==> config.mk <==
export PLATFORM = sky130hd
export DESIGN_NAME = div_unit_flat
export DESIGN_NICKNAME = d
export VERILOG_FILES = /design/src/rtl/div_if.sv /design/src/rtl/div_unit.sv /design/src/flat_wrapper.sv
export SDC_FILE = /design/constraint.sdc
export NUM_CORES = 1
export LEC_CHECK = 0
export CORE_ASPECT_RATIO = 1.25
export CORE_MARGIN = 1
export CORE_UTILIZATION = 29
export DETAILED_ROUTE_END_ITERATION = 8
export DONT_BUFFER_PORTS = 1
export GPL_TIMING_DRIVEN = 1
export PLACE_DENSITY = 0.51
export SYNTH_ARGS = -nofsm -noshare
export SYNTH_HDL_FRONTEND = slang
export SYNTH_SLANG_ARGS = --single-unit
==> constraint.sdc <==
create_clock -name clk -period 14.3 [get_ports clk]
set_input_delay 3.575 -clock clk [delete_from_list [all_inputs] [get_ports clk]]
set_output_delay 3.575 -clock clk [all_outputs]
set_load 0.03 [all_outputs]
==> src/rtl/div_if.sv <==
// Request/response bundle between the EX decoder and the integer divider.
interface div_if #(
  parameter int DATA_W = 32
);
  logic                  signed_div;
  logic [DATA_W-1:0]     opdata1;
  logic [DATA_W-1:0]     opdata2;
  logic                  start;
  logic                  annul;
  logic [2*DATA_W-1:0]   result;
  logic                  ready;
  logic                  stall_req;

  modport master (
    output signed_div, opdata1, opdata2, start, annul,
    input  result, ready, stall_req
  );

  modport slave (
    input  signed_div, opdata1, opdata2, start, annul,
    output result, ready, stall_req
  );
endinterface

==> src/rtl/div_unit.sv <==
// Multi-cycle radix-2 restoring divider for DIV/DIVU in the EX stage.
// Result is {remainder, quotient}; stall_req holds the pipeline while busy.
module div_unit #(
  parameter int DATA_W = 32
) (
  input  logic  clk,
  input  logic  rst,
  div_if.slave  bus
);
  localparam int CNT_W = $clog2(DATA_W + 1);

  typedef enum logic [1:0] {FREE, BYZERO, ON, END} state_t;

  state_t                state_q, state_d;
  logic [CNT_W-1:0]      cnt_q, cnt_d;
  logic [2*DATA_W-1:0]   result_q, result_d;
  logic                  ready_q, ready_d;
  logic [DATA_W-1:0]     rem_q, rem_d;
  logic [DATA_W-1:0]     quot_q, quot_d;
  logic [DATA_W-1:0]     dvs_q, dvs_d;
  logic                  quot_neg_q, quot_neg_d;
  logic                  rem_neg_q, rem_neg_d;

  logic [DATA_W:0]       rem_sh;
  logic                  step_ge;
  logic [DATA_W-1:0]     rem_step;
  logic [DATA_W-1:0]     quot_step;

  // Magnitude of an operand; only negative values under DIV are negated.
  function automatic logic [DATA_W-1:0] mag(input logic signed [DATA_W-1:0] v,
                                            input logic sd);
    if (sd && v[DATA_W-1]) return -v;
    return v;
  endfunction

  // Two's-complement negate when the result sign must be flipped.
  function automatic logic [DATA_W-1:0] sign_fix(input logic [DATA_W-1:0] v,
                                                 input logic neg);
    if (neg) return -v;
    return v;
  endfunction

  // One restoring step: the partial remainder needs DATA_W+1 bits since it
  // can reach 2*divisor-1 before the trial subtraction.
  assign rem_sh    = {rem_q, quot_q[DATA_W-1]};
  assign step_ge   = (rem_sh >= {1'b0, dvs_q});
  assign rem_step  = step_ge ? (rem_sh[DATA_W-1:0] - dvs_q) : rem_sh[DATA_W-1:0];
  assign quot_step = {quot_q[DATA_W-2:0], step_ge};

  assign bus.result    = result_q;
  assign bus.ready     = ready_q;
  assign bus.stall_req = bus.start & ~ready_q;

  // Next-state, iteration and output computation.
  always_comb begin
    state_d    = state_q;
    cnt_d      = cnt_q;
    result_d   = result_q;
    ready_d    = ready_q;
    rem_d      = rem_q;
    quot_d     = quot_q;
    dvs_d      = dvs_q;
    quot_neg_d = quot_neg_q;
    rem_neg_d  = rem_neg_q;
    case (state_q)
      FREE: begin
        ready_d  = 1'b0;
        result_d = '0;
        if (bus.start && !bus.annul) begin
          if (bus.opdata2 == '0) begin
            state_d = BYZERO;
          end else begin
            state_d    = ON;
            cnt_d      = '0;
            rem_d      = '0;
            quot_d     = mag(bus.opdata1, bus.signed_div);
            dvs_d      = mag(bus.opdata2, bus.signed_div);
            quot_neg_d = bus.signed_div & (bus.opdata1[DATA_W-1] ^ bus.opdata2[DATA_W-1]);
            rem_neg_d  = bus.signed_div & bus.opdata1[DATA_W-1];
          end
        end
      end
      BYZERO: begin
        result_d = '0;
        if (bus.annul) begin
          state_d = FREE;
          ready_d = 1'b0;
        end else begin
          state_d = END;
          ready_d = 1'b1;
        end
      end
      ON: begin
        if (bus.annul) begin
          state_d  = FREE;
          ready_d  = 1'b0;
          result_d = '0;
        end else begin
          rem_d  = rem_step;
          quot_d = quot_step;
          cnt_d  = cnt_q + 1'b1;
          if (cnt_q == CNT_W'(DATA_W - 1)) begin
            state_d  = END;
            ready_d  = 1'b1;
            result_d = {sign_fix(rem_step, rem_neg_q), sign_fix(quot_step, quot_neg_q)};
          end
        end
      end
      END: begin
        if (!bus.start) begin
          state_d  = FREE;
          ready_d  = 1'b0;
          result_d = '0;
        end
      end
      default: state_d = FREE;
    endcase
  end

  // Control and output registers with synchronous active-low reset.
  always_ff @(posedge clk) begin
    if (!rst) begin
      state_q  <= FREE;
      cnt_q    <= '0;
      result_q <= '0;
      ready_q  <= 1'b0;
    end else begin
      state_q  <= state_d;
      cnt_q    <= cnt_d;
      result_q <= result_d;
      ready_q  <= ready_d;
    end
  end

  // Datapath registers; only meaningful while ON, so no reset.
  always_ff @(posedge clk) begin
    rem_q      <= rem_d;
    quot_q     <= quot_d;
    dvs_q      <= dvs_d;
    quot_neg_q <= quot_neg_d;
    rem_neg_q  <= rem_neg_d;
  end
endmodule

==> src/flat_wrapper.sv <==
// flat-port wrapper written by rule: the top's interface ports become plain ports
module div_unit_flat 
#(
  parameter int DATA_W = 32
)
  (clk, rst, bus_signed_div, bus_opdata1, bus_opdata2, bus_start, bus_annul, bus_result, bus_ready, bus_stall_req);
  div_if #(.DATA_W(DATA_W)) bus_i ();
  input  logic clk;
  input  logic rst;
  input wire logic [$bits(bus_i.signed_div)-1:0] bus_signed_div;
  input wire logic [$bits(bus_i.opdata1)-1:0] bus_opdata1;
  input wire logic [$bits(bus_i.opdata2)-1:0] bus_opdata2;
  input wire logic [$bits(bus_i.start)-1:0] bus_start;
  input wire logic [$bits(bus_i.annul)-1:0] bus_annul;
  output wire logic [$bits(bus_i.result)-1:0] bus_result;
  output wire logic [$bits(bus_i.ready)-1:0] bus_ready;
  output wire logic [$bits(bus_i.stall_req)-1:0] bus_stall_req;
  assign bus_i.signed_div = bus_signed_div;
  assign bus_i.opdata1 = bus_opdata1;
  assign bus_i.opdata2 = bus_opdata2;
  assign bus_i.start = bus_start;
  assign bus_i.annul = bus_annul;
  assign bus_result = bus_i.result;
  assign bus_ready = bus_i.ready;
  assign bus_stall_req = bus_i.stall_req;
  div_unit #(.DATA_W(DATA_W)) u_core (.clk(clk), .rst(rst), .bus(bus_i));
endmodule
## Word-level counts from Yosys, hierarchy flattened

Cells that the tools add are included.

| storage, ports and cells | value |
|---|---|
| register bits | 171 |
| logic and storage cells | 96 |
| input bits | 69 |
| output and inout bits | 66 |

| operators by class | value |
|---|---|
| bitwise gates (word level) | 6 |
| reductions and logical operators | 12 |
| $lt $le $gt $ge | 1 |
| equal/unequal tests | 9 |
| add/sub/neg operators | 6 |
| multiplexer cells | 53 |

Operators by type and width:

| operator | count |
|---|---|
| two-way mux 32 bit | 15 |
| two-way mux 64 bit | 3 |
| case mux 64 bit (3 select lines) | 1 |
| negator 32 bit | 4 |
| case mux 32 bit (2 select lines) | 2 |
| >= comparator 33 x 32 -> 1 bit | 1 |
| logical NOT 32 bit | 1 |
| subtractor 32 bit | 1 |
| two-way mux 1 bit | 20 |
| two-way mux 6 bit | 3 |
| two-way mux 2 bit | 6 |
| case mux 6 bit (2 select lines) | 1 |
| case mux 2 bit (4 select lines) | 1 |
| adder 6 x 1 -> 6 bit, second input constant | 1 |
| == test 6 x 5 -> 1 bit, second input constant | 1 |
| inequality test 2 bit, second input constant | 3 |
| AND reduction 3 bit | 2 |
| == test 2 bit, second input constant | 2 |
| case mux 1 bit (4 select lines) | 1 |
| AND reduction 4 bit | 1 |
| AND 1 bit | 3 |
| logical AND 1 bit | 3 |
| inequality test 3 x 2 -> 1 bit, second input constant | 1 |
| == test 2 x 1 -> 1 bit, second input constant | 1 |
| 8 further kinds | 9 |

## Longest topological paths before layout

Gate-level depths: netlist of run 1.

| depth | value |
|---|---|
| depth in word-level cells | 9 |
| mapped depth | 23 |
| gate-level depth less buffers | 19 |

## Worst setup path after synthesis of run 1

Ideal clock, no wire load.

| path | value |
|---|---|
| path type | input to register |
| start | input port bus_opdata2[0] |
| end | register u_core.cnt_q[4] |
| setup time | 139 ps |
| path buffers | 0 |
| data required time | 14,161 ps |
| setup slack | 6,256 ps |
| stages | 11 |
| data arrival time | 7,905 ps |
| cell sequence | inv_1 ha_1 nand3_1 nor3_1 nand3_1 or3_1 a31oi_1 nor2_1 nand4_1 xor2_1 nor2_1 |

| on the way | value |
|---|---|
| word-level cells in the longest chain between the ends | 3 |

Ends and longest elaborated chain:

| what | RTL line | text |
|---|---|---|
| start: declaration | flat_wrapper.sv:12 | `input wire logic [$bits(bus_i.opdata2)-1:0] bus_opdata2;` |
| logical NOT 32 bit | div_unit.sv:70 | `if (bus.opdata2 == '0) begin` |
| inequality test 2 bit (no line) | - |  |
| AND reduction 4 bit (no line) | - |  |
| end signal: assignment | div_unit.sv:129 | `cnt_q <= cnt_d;` |
| end: declaration | div_unit.sv:15 | `logic [CNT_W-1:0] cnt_q, cnt_d;` |

No other way between the ends.
A chain may end at the register's enable or synchronous reset.

## Worst setup path in the final report of run 1

| path | value |
|---|---|
| start | input port bus_start |
| end | output port bus_stall_req |

| on the way | value |
|---|---|
| word-level cells in the longest chain between the ends | 1 |

Ends and longest elaborated chain:

| what | RTL line | text |
|---|---|---|
| start: declaration | flat_wrapper.sv:13 | `input wire logic [$bits(bus_i.start)-1:0] bus_start;` |
| AND 1 bit | div_unit.sv:52 | `assign bus.stall_req = bus.start & ~ready_q;` |
| end: declaration | flat_wrapper.sv:17 | `output wire logic [$bits(bus_i.stall_req)-1:0] bus_stall_req;` |

No other way between the ends.

==> results of run 1 <==
==> worst min-delay path: stages, from the launching register on <==
cell	delay [ns]
dfxtp_1	0.33
o21ai_0	0.09
a21oi_1	0.07
==> layout by cell type, fill, tap and decap left out, drive strengths merged, types with 23 or more instances in the layout <==
cell type,count
ha,40
a21oi,86
nor2,84
nor2b,49
a22oi,45
xnor2,88
nand2,155
xor2,54
o31ai,33
o21ai,117
inv,65
edfxtp,98
dfxtp,73
nor3,23
==> per-layer routing <==
layer  up-vias  wire length (um)  global-route usage [%]
met5         -                 0                       0
met4         0              1374                   8.343
met3        63              1958                   4.485
met2       203             17140                   31.08
met1      4459             13310                   17.74
li1       4718                 -                       -
==> report_power, final <==
group	total, uW	internal, uW	switching (uW)
clock network	443	233	209
registers	786	648	138
logic	989	343	646
total	2220	1220	993
==> worst max-delay path by stage <==
stage,slack (ns),from,endpoint
floorplan,6.26,bus_opdata2[0],u_core.cnt_q[4]$_SDFFE_PN0P_
global placement,6.67,bus_start,bus_stall_req
detailed placement,6.68,bus_start,bus_stall_req
CTS,6.68,bus_start,bus_stall_req
global route,6.68,bus_start,bus_stall_req
finish,6.68,bus_start,bus_stall_req
==> per-stage QoR <==
| stage | setup WS (ns) | area [um2] |
|---|---|---|
| floorplan | 6.256 | 11460 |
| global placement | 6.674 | 11910 |
| detailed placement | 6.684 | 11910 |
| CTS | 6.681 | 12460 |
| global route | 6.681 | 12460 |
| finish | 6.684 | 12460 |
==> state kept, by name, summed over array words and instances (netlist names) <==
register,flops
u_core.rem_q,32
u_core.quot_neg_q,1
u_core.rem_neg_q,1
u_core.bus.ready,1
u_core.dvs_q,32
u_core.bus.result,64
u_core.cnt_q,6
u_core.quot_q,32
u_core.state_q,2
==> kinds of logic after synthesis <==
logic type	synth area share, %
AOI/OAI and AO/OA	20.53
xor gates and xnor gates	10.86
adders and majority gates	4.543
buffers and inverters	4.249
DFF	38.44
muxes	1.595
and+or+nand+nor	19.78
==> final cells by class <==
cell class                 instances  area [um2]
clock inverter                    11       85.08
inverter                          62       232.7
fill                            4107       26560
sequential                       171        4404
timing repair buffer               7       52.55
multi-input combinational       1025        6601
clock buffer                      21       460.4
tap                              498       623.1
==> results.sh, run 1 <==
export IMPL_rr_startpoint="u_core.rem_q[14]$_SDFFCE_PN0P_"
export IMPL_cp_depth=1
export IMPL_slowest_delay_ns=0.47
export IMPL_placed_cells=1763
export IMPL_worstHoldEndpoint="u_core.cnt_q[1]$_SDFFE_PN0P_"
export IMPL_h_tree_depth=4
export IMPL_period_share_pct=53.26
export IMPL_synth_edf_count=98
export IMPL_clk_pin_slew_ns=0.07
export IMPL_firstDrtPassIters=7
export IMPL_cts_tree="built"
export IMPL_wl_per_cell_um=18.82
export IMPL_grt_setup_unrepaired="false"
export IMPL_ctsHoldBuffers=0
export IMPL_via_count=9443
export IMPL_endpoint_kind="primary output"
export IMPL_path_cells="nor2b_1"
export IMPL_cp_max_fo=4
export IMPL_ff2ff_path_depth=18
export IMPL_avgViaCountPerCell=5.261
export IMPL_violations="DRC"
export IMPL_synthCells=1322
export IMPL_tightest_slew_ns=1.155
export IMPL_status="complete, but fails checks"
export IMPL_ys_warn_count=0
export IMPL_ys_ff_latch=171
export IMPL_ys_flop_type="edfxtp_1"
export IMPL_nets=1394
export IMPL_fmax_mhz=131.3
export IMPL_finalPower_uw=2218
export IMPL_post_cts_buffers=0
export IMPL_cts_resized_gates=0
export IMPL_hold_depth=2
export IMPL_die_x_um=179.8
export IMPL_io_pins=135
export IMPL_fin_util_pct=31.93
export IMPL_portBuffers=0
export IMPL_grt_usage_pct=16.89
export IMPL_critPathSlowestCell="nor2b_1"
export IMPL_syn_num_nets=1432
export IMPL_min_period_ns=7.616
export IMPL_drtIter0Drc=514
export IMPL_hp_start="u_core.cnt_q[1]$_SDFFE_PN0P_"
export IMPL_yosysUniqueCellTypes=73
export IMPL_synth_area_leaders="edfxtp_1, dfxtp_1, xnor2_1, nand2_1, o21ai_0"
export IMPL_dp_hpwl_mm=26.10
export IMPL_drive_above_1_share_pct=4.086
export IMPL_ys_seq_area_share_pct=38.44
export IMPL_synth_top_area_share_pct=25.69
export IMPL_maxCapViolations=0
export IMPL_grt_antenna_before_repair=0
export IMPL_cp_top_family="simple AND/OR/NAND/NOR gates"
export IMPL_diodes=0
export IMPL_area_delta_synth_final_pct=8.759
export IMPL_worstSetupPathType="primary input to primary output"
export IMPL_std_cell_rows=81
export IMPL_r2r_end="u_core.bus.result[60]$_SDFFE_PN0P_"
export IMPL_leakage_uw=0.004319
export IMPL_reg2reg_slack_ns=8.02
export IMPL_cts_buffers=17
export IMPL_root_buffer="clkbuf_16"
export IMPL_critPathBufInv=0
export IMPL_p_per_area_nw_per_um2=178.0
export IMPL_fp_dieArea_um2=40310
export IMPL_setup_tns_ns=0
export IMPL_grt_pass1_wl_mm=52.67
export IMPL_drv_slew=0
export IMPL_synth_area_leader_cell="edfxtp_1"
export IMPL_drtAntennaViolNets=0
export IMPL_die_h_um=224.2
export IMPL_drc=3
export IMPL_maxSlewHeadroom_pct=22.98
export IMPL_skew_ns=0.01588
export IMPL_hold_class="flop to flop"
export IMPL_grt_pass1_vias=9523
export IMPL_design_core_area_um2=39020
export IMPL_critPathLaunchType="primary input"
export IMPL_cp_required_ns=10.72
export IMPL_stdcell_count=1795
export IMPL_crit_arrival_ns=4.04
export IMPL_holdWs_ns=0.5232
export IMPL_yosysMostFrequentCell="nand2_1"
export IMPL_gr_total_overflow=0
export IMPL_irDropWorstVdd_uv=76.72
export IMPL_setup_violations=0
export IMPL_clockBufferDepth=2
export IMPL_totalWireLength_mm=33.78
export IMPL_grt_max_degree=64
export IMPL_start_util_pct=29.36
export IMPL_clock_latency_ns=0.45
export IMPL_clock_sinks=171
export IMPL_synth_common_cells="nand2_1, o21ai_0, edfxtp_1"
export IMPL_async_reset_ff_share_pct=0
export IMPL_syn_area_per_cell_um2=8.666
export IMPL_hold_viol_final=0
export IMPL_gp_congestion=0.8657
export IMPL_syn_area_um2=11460
(Power assumes the default switching activity.)
==> run 2, diff against run 1 <==
Settings changed: PLACE_DENSITY 0.51 to 0.52.
Clock period 14.3 ns to 6.25 ns, I/O delays scaled along.
==> run 2 against run 1 <==
Against the previous run:
- the run still ends with DRC left
- power increased by 140%
- sequential share of layout area decreased by 0.22 points
- sequential cell count unchanged
- critical endpoint is now u_core.bus.result[60]$_SDFFE_PN0P_
- largest power group unchanged
- highest routed layer unchanged
==> results.sh, run 2 (synthesis results as in run 1) <==
export IMPL_leakage_uw=0.004362
export IMPL_critPathSlowestCell="or4b_4"
export IMPL_clk_pin_slew_ns=0.08
export IMPL_via_count=9537
export IMPL_largest_register_ffs=64
export IMPL_avgViaCountPerCell=5.304
export IMPL_root_buffer="clkbuf_16"
export IMPL_fmax_mhz=190.4
export IMPL_rr_startpoint="u_core.rem_q[14]$_SDFFCE_PN0P_"
export IMPL_endpoint_kind="flop"
export IMPL_ctsHoldBuffers=0
export IMPL_swShare_pct=45.43
export IMPL_hold_viol_final=0
export IMPL_grt_pass1_wl_mm=54.28
export IMPL_pwr_share_seq_pct=34.0
export IMPL_switchingPower_uw=2374
export IMPL_dp_hpwl_mm=27.03
export IMPL_wl_per_cell_um=19.65
export IMPL_gr_total_overflow=0
export IMPL_layout_common_cells="nand2_1, o21ai_0, edfxtp_1, xnor2_1, a21oi_1"
export IMPL_drive_above_1_share_pct=4.538
export IMPL_start_util_pct=29.36
export IMPL_nFillCells=4055
export IMPL_grt_max_degree=73
export IMPL_die_h_um=224.2
export IMPL_die_x_um=179.8
export IMPL_diodes=0
export IMPL_ff2ff_path_depth=17
export IMPL_setup_violations=0
export IMPL_maxSlewHeadroom_pct=31.41
export IMPL_hold_depth=2
export IMPL_design_core_area_um2=39020
export IMPL_hold_class="flop to flop"
export IMPL_p_per_area_nw_per_um2=416.8
export IMPL_std_cell_rows=81
export IMPL_clock_sinks=171
export IMPL_clockBufferDepth=2
export IMPL_min_period_ns=5.251
export IMPL_clock_latency_ns=0.46
export IMPL_critPathBufInv=1
export IMPL_maxCapViolations=0
export IMPL_grt_pass1_vias=9307
export IMPL_firstDrtPassIters=7
export IMPL_final_area_um2=12540
export IMPL_worstSetupPathType="flop to flop"
export IMPL_nets=1397
export IMPL_drtIter0Drc=588
export IMPL_h_tree_depth=4
export IMPL_layout_commonest_cell="nand2_1"
export IMPL_drtAntennaViolNets=0
export IMPL_path_cells="ha_1, nand4_1, or3_4, or4b_4, o211a_2, nand2_1, inv_2, mux2i_1, ha_1, and3b_1, nand2_1, or4_1, a2111o_1, nand4b_4, o41ai_2, xor2_1, o21ai_1"
export IMPL_irDropWorstVdd_uv=208.6
export IMPL_power_frac_comb_pct=44.5
export IMPL_reg2reg_slack_ns=1.0
export IMPL_grt_antenna_before_repair=0
export IMPL_post_cts_buffers=0
export IMPL_multi_input_area_um2=6601
export IMPL_period_share_pct=84.01
export IMPL_hp_start="u_core.cnt_q[1]$_SDFFE_PN0P_"
export IMPL_totalWireLength_mm=35.33
export IMPL_power_share_clock_pct=21.5
export IMPL_grt_usage_pct=17.59
export IMPL_place_area_um2=11940
export IMPL_cp_top_family="simple AND/OR/NAND/NOR gates"
export IMPL_drv_slew=0
export IMPL_fin_util_pct=32.13
export IMPL_crit_arrival_ns=5.58
export IMPL_cts_tree="built"
export IMPL_status="complete, but fails checks"
export IMPL_r2r_end="u_core.bus.result[60]$_SDFFE_PN0P_"
export IMPL_io_pins=135
export IMPL_portBuffers=0
export IMPL_seq_area_um2=4404
export IMPL_cts_resized_gates=0
export IMPL_cp_required_ns=6.58
export IMPL_cts_buffers=17
export IMPL_violations="DRC"
export IMPL_slowest_delay_ns=0.57
export IMPL_gp_congestion=0.8993
export IMPL_setup_tns_ns=0
export IMPL_p_int_uw=2851
export IMPL_worstHoldEndpoint="u_core.cnt_q[1]$_SDFFE_PN0P_"
export IMPL_fp_dieArea_um2=40310
export IMPL_area_delta_synth_final_pct=9.436
export IMPL_grt_setup_unrepaired="false"
export IMPL_drc=3
export IMPL_critPathLaunchType="flop"
export IMPL_skew_ns=0.01866
export IMPL_tightest_slew_ns=1.026
export IMPL_cp_max_fo=11
run 2: per-stage QoR:
stage / power [uW] / hold WS [ns] / instances / worst slack [ns]
CTS: 5283 / 0.4986 / 1798 / 0.9767
global placement: 4140 / 0.4901 / 1766 / 1.093
global route: 5564 / 0.5190 / 1798 / 0.5757
floorplan: 3430 / 0.4661 / 1322 / 0.2187
detailed placement: 4137 / 0.4893 / 1766 / 0.9916
finish: 5225 / 0.4927 / 1798 / 0.9992
run 2: power groups by stage:
stage | Sequential [uW] | Combinational, uW | Clock [uW]
floorplan | 1730 | 1700 | 0
global placement | 1800 | 2330 | 0
detailed placement | 1810 | 2330 | 0
CTS | 1780 | 2340 | 1160
global route | 1810 | 2560 | 1190
finish | 1780 | 2330 | 1120
run 2: worst max-delay path by stage:
stage	from	to	slack (ns)	depth (start not counted)
2_1_floorplan	bus_opdata2[0]	u_core.cnt_q[4]$_SDFFE_PN0P_	0.22	11
3_3_place_gp	u_core.rem_q[14]$_SDFFCE_PN0P_	u_core.bus.result[60]$_SDFFE_PN0P_	1.09	17
3_5_place_dp	u_core.rem_q[14]$_SDFFCE_PN0P_	u_core.bus.result[60]$_SDFFE_PN0P_	0.99	17
4_1_cts	u_core.rem_q[14]$_SDFFCE_PN0P_	u_core.bus.result[60]$_SDFFE_PN0P_	0.98	17
5_1_grt	u_core.rem_q[14]$_SDFFCE_PN0P_	u_core.bus.result[60]$_SDFFE_PN0P_	0.58	17
6_report	u_core.rem_q[14]$_SDFFCE_PN0P_	u_core.bus.result[60]$_SDFFE_PN0P_	1.0	17
run 2: tightest hold or removal path, delay by kind of cell, from the launching register on:
family / cells / cell delay [ns]
DFF: 1 / 0.32
AOI/OAI and AO/OA: 2 / 0.13
run 2: per-layer routing:
metal / vias to the layer above / part of all wire (%) / global-route usage [%]
met5: - / 0 / 0
met4: 0 / 2.4 / 6.507
met3: 44 / 6.0 / 4.534
met2: 218 / 52 / 32.70
met1: 4540 / 39 / 19.08
li1: 4735 / - / -
run 2: final cells by class:
cell class                      count  share of cell area [%]
Clock inverter                     15                   1.397
Clock buffer                       17                   3.393
Tap cell                          498                   4.970
Multi-Input combinational cell   1025                   52.65
Sequential cell                   171                   35.13
Timing Repair Buffer               10                  0.5988
Inverter                           62                   1.856
==> run 3, diff against run 2 <==
Clock period 6.25 ns to 4.8 ns, I/O delays scaled along.
==> run 3 against run 2 <==
Against the previous run:
- the flow still finishes with violations (DRC)
- power up 37%
- wire length up 1.2%
- global-route usage up 0.51 points
- setup slack worse by 0.82 ns
- design area up 4.8%
- largest power group unchanged
- register-to-register slack worse by 0.82 ns
- sequential power up 29%
- critical endpoint unchanged
- sequential share of layout area down 1.6 points
- final cell count up 3.2%
==> results.sh, run 3 (synthesis results as in run 1) <==
export IMPL_layout_commonest_cell="nand2_1"
export IMPL_hold_viol_final=0
export IMPL_cp_max_fo=5
export IMPL_p_per_area_nw_per_um2=543.1
export IMPL_std_cell_rows=81
export IMPL_status="complete, but fails checks"
export IMPL_critPathBufInv=1
export IMPL_path_cells="ha_1, and4b_2, nand4_1, or4b_4, o211a_4, nand2_4, inv_2, mux2i_2, ha_2, and3b_1, nand2_1, or4_4, a2111o_1, nand4b_4, o41ai_4, xor2_1, o21ai_1"
export IMPL_grt_max_degree=67
export IMPL_endpoint_kind="flop"
export IMPL_die_h_um=224.2
export IMPL_crit_arrival_ns=4.93
export IMPL_grt_util_met3_pct=5.019
export IMPL_largest_register_ffs=64
export IMPL_critPathSlowestCell="or4b_4"
export IMPL_skew_ns=0.01844
export IMPL_min_period_ns=4.619
export IMPL_wl_per_cell_um=19.27
export IMPL_drc=3
export IMPL_area_delta_synth_final_pct=14.66
export IMPL_dp_hpwl_mm=27.82
export IMPL_critPathLaunchType="flop"
export IMPL_drtIter0Drc=585
export IMPL_nets=1455
export IMPL_layout_common_cells="nand2_1, o21ai_0, edfxtp_1, xnor2_1, a21oi_1"
export IMPL_gp_congestion=0.9099
export IMPL_fmax_mhz=216.5
export IMPL_firstDrtPassIters=8
export IMPL_maxCapViolations=0
export IMPL_h_tree_depth=4
export IMPL_use_met1_pct=18.96
export IMPL_dp_slack_ns=0.01141
export IMPL_fin_ws_ns=0.1807
export IMPL_start_util_pct=29.36
export IMPL_clockBufferDepth=2
export IMPL_setup_violations=0
export IMPL_grt_pass1_vias=9859
export IMPL_diodes=0
export IMPL_drive_above_1_share_pct=9.867
export IMPL_io_pins=135
export IMPL_grt_antenna_before_repair=0
export IMPL_period_share_pct=96.24
export IMPL_hold_class="flop to flop"
export IMPL_nFillCells=4017
export IMPL_portBuffers=0
export IMPL_die_x_um=179.8
export IMPL_grt_pass1_wl_mm=55.75
export IMPL_worstSetupPathType="flop to flop"
export IMPL_grt_busiest_layer="met2"
export IMPL_maxSlewHeadroom_pct=29.40
export IMPL_totalWireLength_mm=35.76
export IMPL_drtAntennaViolNets=0
export IMPL_fp_dieArea_um2=40310
export IMPL_cp_required_ns=5.11
export IMPL_via_count=9751
export IMPL_clock_sinks=171
export IMPL_holdWs_ns=0.5036
export IMPL_avgViaCountPerCell=5.254
export IMPL_cts_tree="built"
export IMPL_slowest_delay_ns=0.54
export IMPL_root_buffer="clkbuf_16"
export IMPL_grt_usage_pct=18.11
export IMPL_grtUsageMet2_pct=32.22
export IMPL_cts_buffers=17
export IMPL_clk_pin_slew_ns=0.08
export IMPL_leakage_uw=0.004667
export IMPL_cp_top_family="simple AND/OR/NAND/NOR gates"
export IMPL_irDropWorstVdd_uv=237.5
export IMPL_clock_latency_ns=0.46
export IMPL_tightest_slew_ns=1.059
export IMPL_gr_total_overflow=0
export IMPL_design_core_area_um2=39020
export IMPL_ctsHoldBuffers=0
export IMPL_drv_slew=0
export IMPL_violations="DRC"
==> run 3: path summary, 6_finish.rpt <==
check / start / to / slack, ns / depth (start not counted)
max: u_core.rem_q[29]$_SDFFCE_PN0P_ / u_core.bus.result[60]$_SDFFE_PN0P_ / 0.18 / 17
min: u_core.cnt_q[1]$_SDFFE_PN0P_ / u_core.cnt_q[1]$_SDFFE_PN0P_ / 0.50 / 2
max reg2reg: u_core.rem_q[29]$_SDFFCE_PN0P_ / u_core.bus.result[60]$_SDFFE_PN0P_ / 0.18 / 17
min reg2reg: u_core.cnt_q[1]$_SDFFE_PN0P_ / u_core.cnt_q[1]$_SDFFE_PN0P_ / 0.50 / 2
==> run 3: repair_timing <==
action | CTS | global route
resized for setup | 1 | 16
pin swaps | 0 | 8
gates cloned | 0 | 0
setup endpoints to repair | 1 | 8
setup buffers | 0 | 5
==> run 3: per-layer routing <==
metal	share of wire (%)	vias up
met3	6.2	77
met1	38	4614
met4	5.3	0
met5	0	-
met2	50	222
li1	-	4838
==> run 3: report_power, final <==
| part | leakage [uW] | switching (uW) | internal [uW] |
|---|---|---|---|
| Combinational | 0.00285 | 2130 | 1230 |
| Sequential | 0.00151 | 367 | 1930 |
| Clock | 0.000302 | 657 | 818 |
| Total | 0.00467 | 3160 | 3970 |
==> run 3: cell type report <==
type	count	area, um2	area share (%)
Clock buffer	18	450.4	3.429
Sequential cell	171	4404	33.53
Inverter	62	232.7	1.772
Timing Repair Buffer	68	510.5	3.886
Multi-Input combinational cell	1025	6743	51.33
Clock inverter	14	171.4	1.305
Tap cell	498	623.1	4.744
==> run 3: per-stage QoR <==
stage               total power, uW  std cells  area (um2)  util [%]  setup TNS (ns)
floorplan                      4502       1322       11520         -               0
global route                   7613       1856       13140     33.66       -0.002335
global placement               5606       1819       12370     31.69               0
detailed placement             5615       1819       12370     31.69               0
CTS                            7133       1851       13000     33.30               0
finish                         7133       1856       13140     33.66               0
==> run 3: worst register-to-register path: cells and delay by family, from the launching register on <==
family / cells / cell delay, ns
AND/OR/NAND/NOR: 8 / 2.04
AO/OA/AOI/OAI: 4 / 0.99
buffers and inverters: 1 / 0.05
adder cells (fa/ha/maj): 2 / 0.61
XOR/XNOR: 1 / 0.17
flip-flops: 1 / 0.44
multiplexers: 1 / 0.19
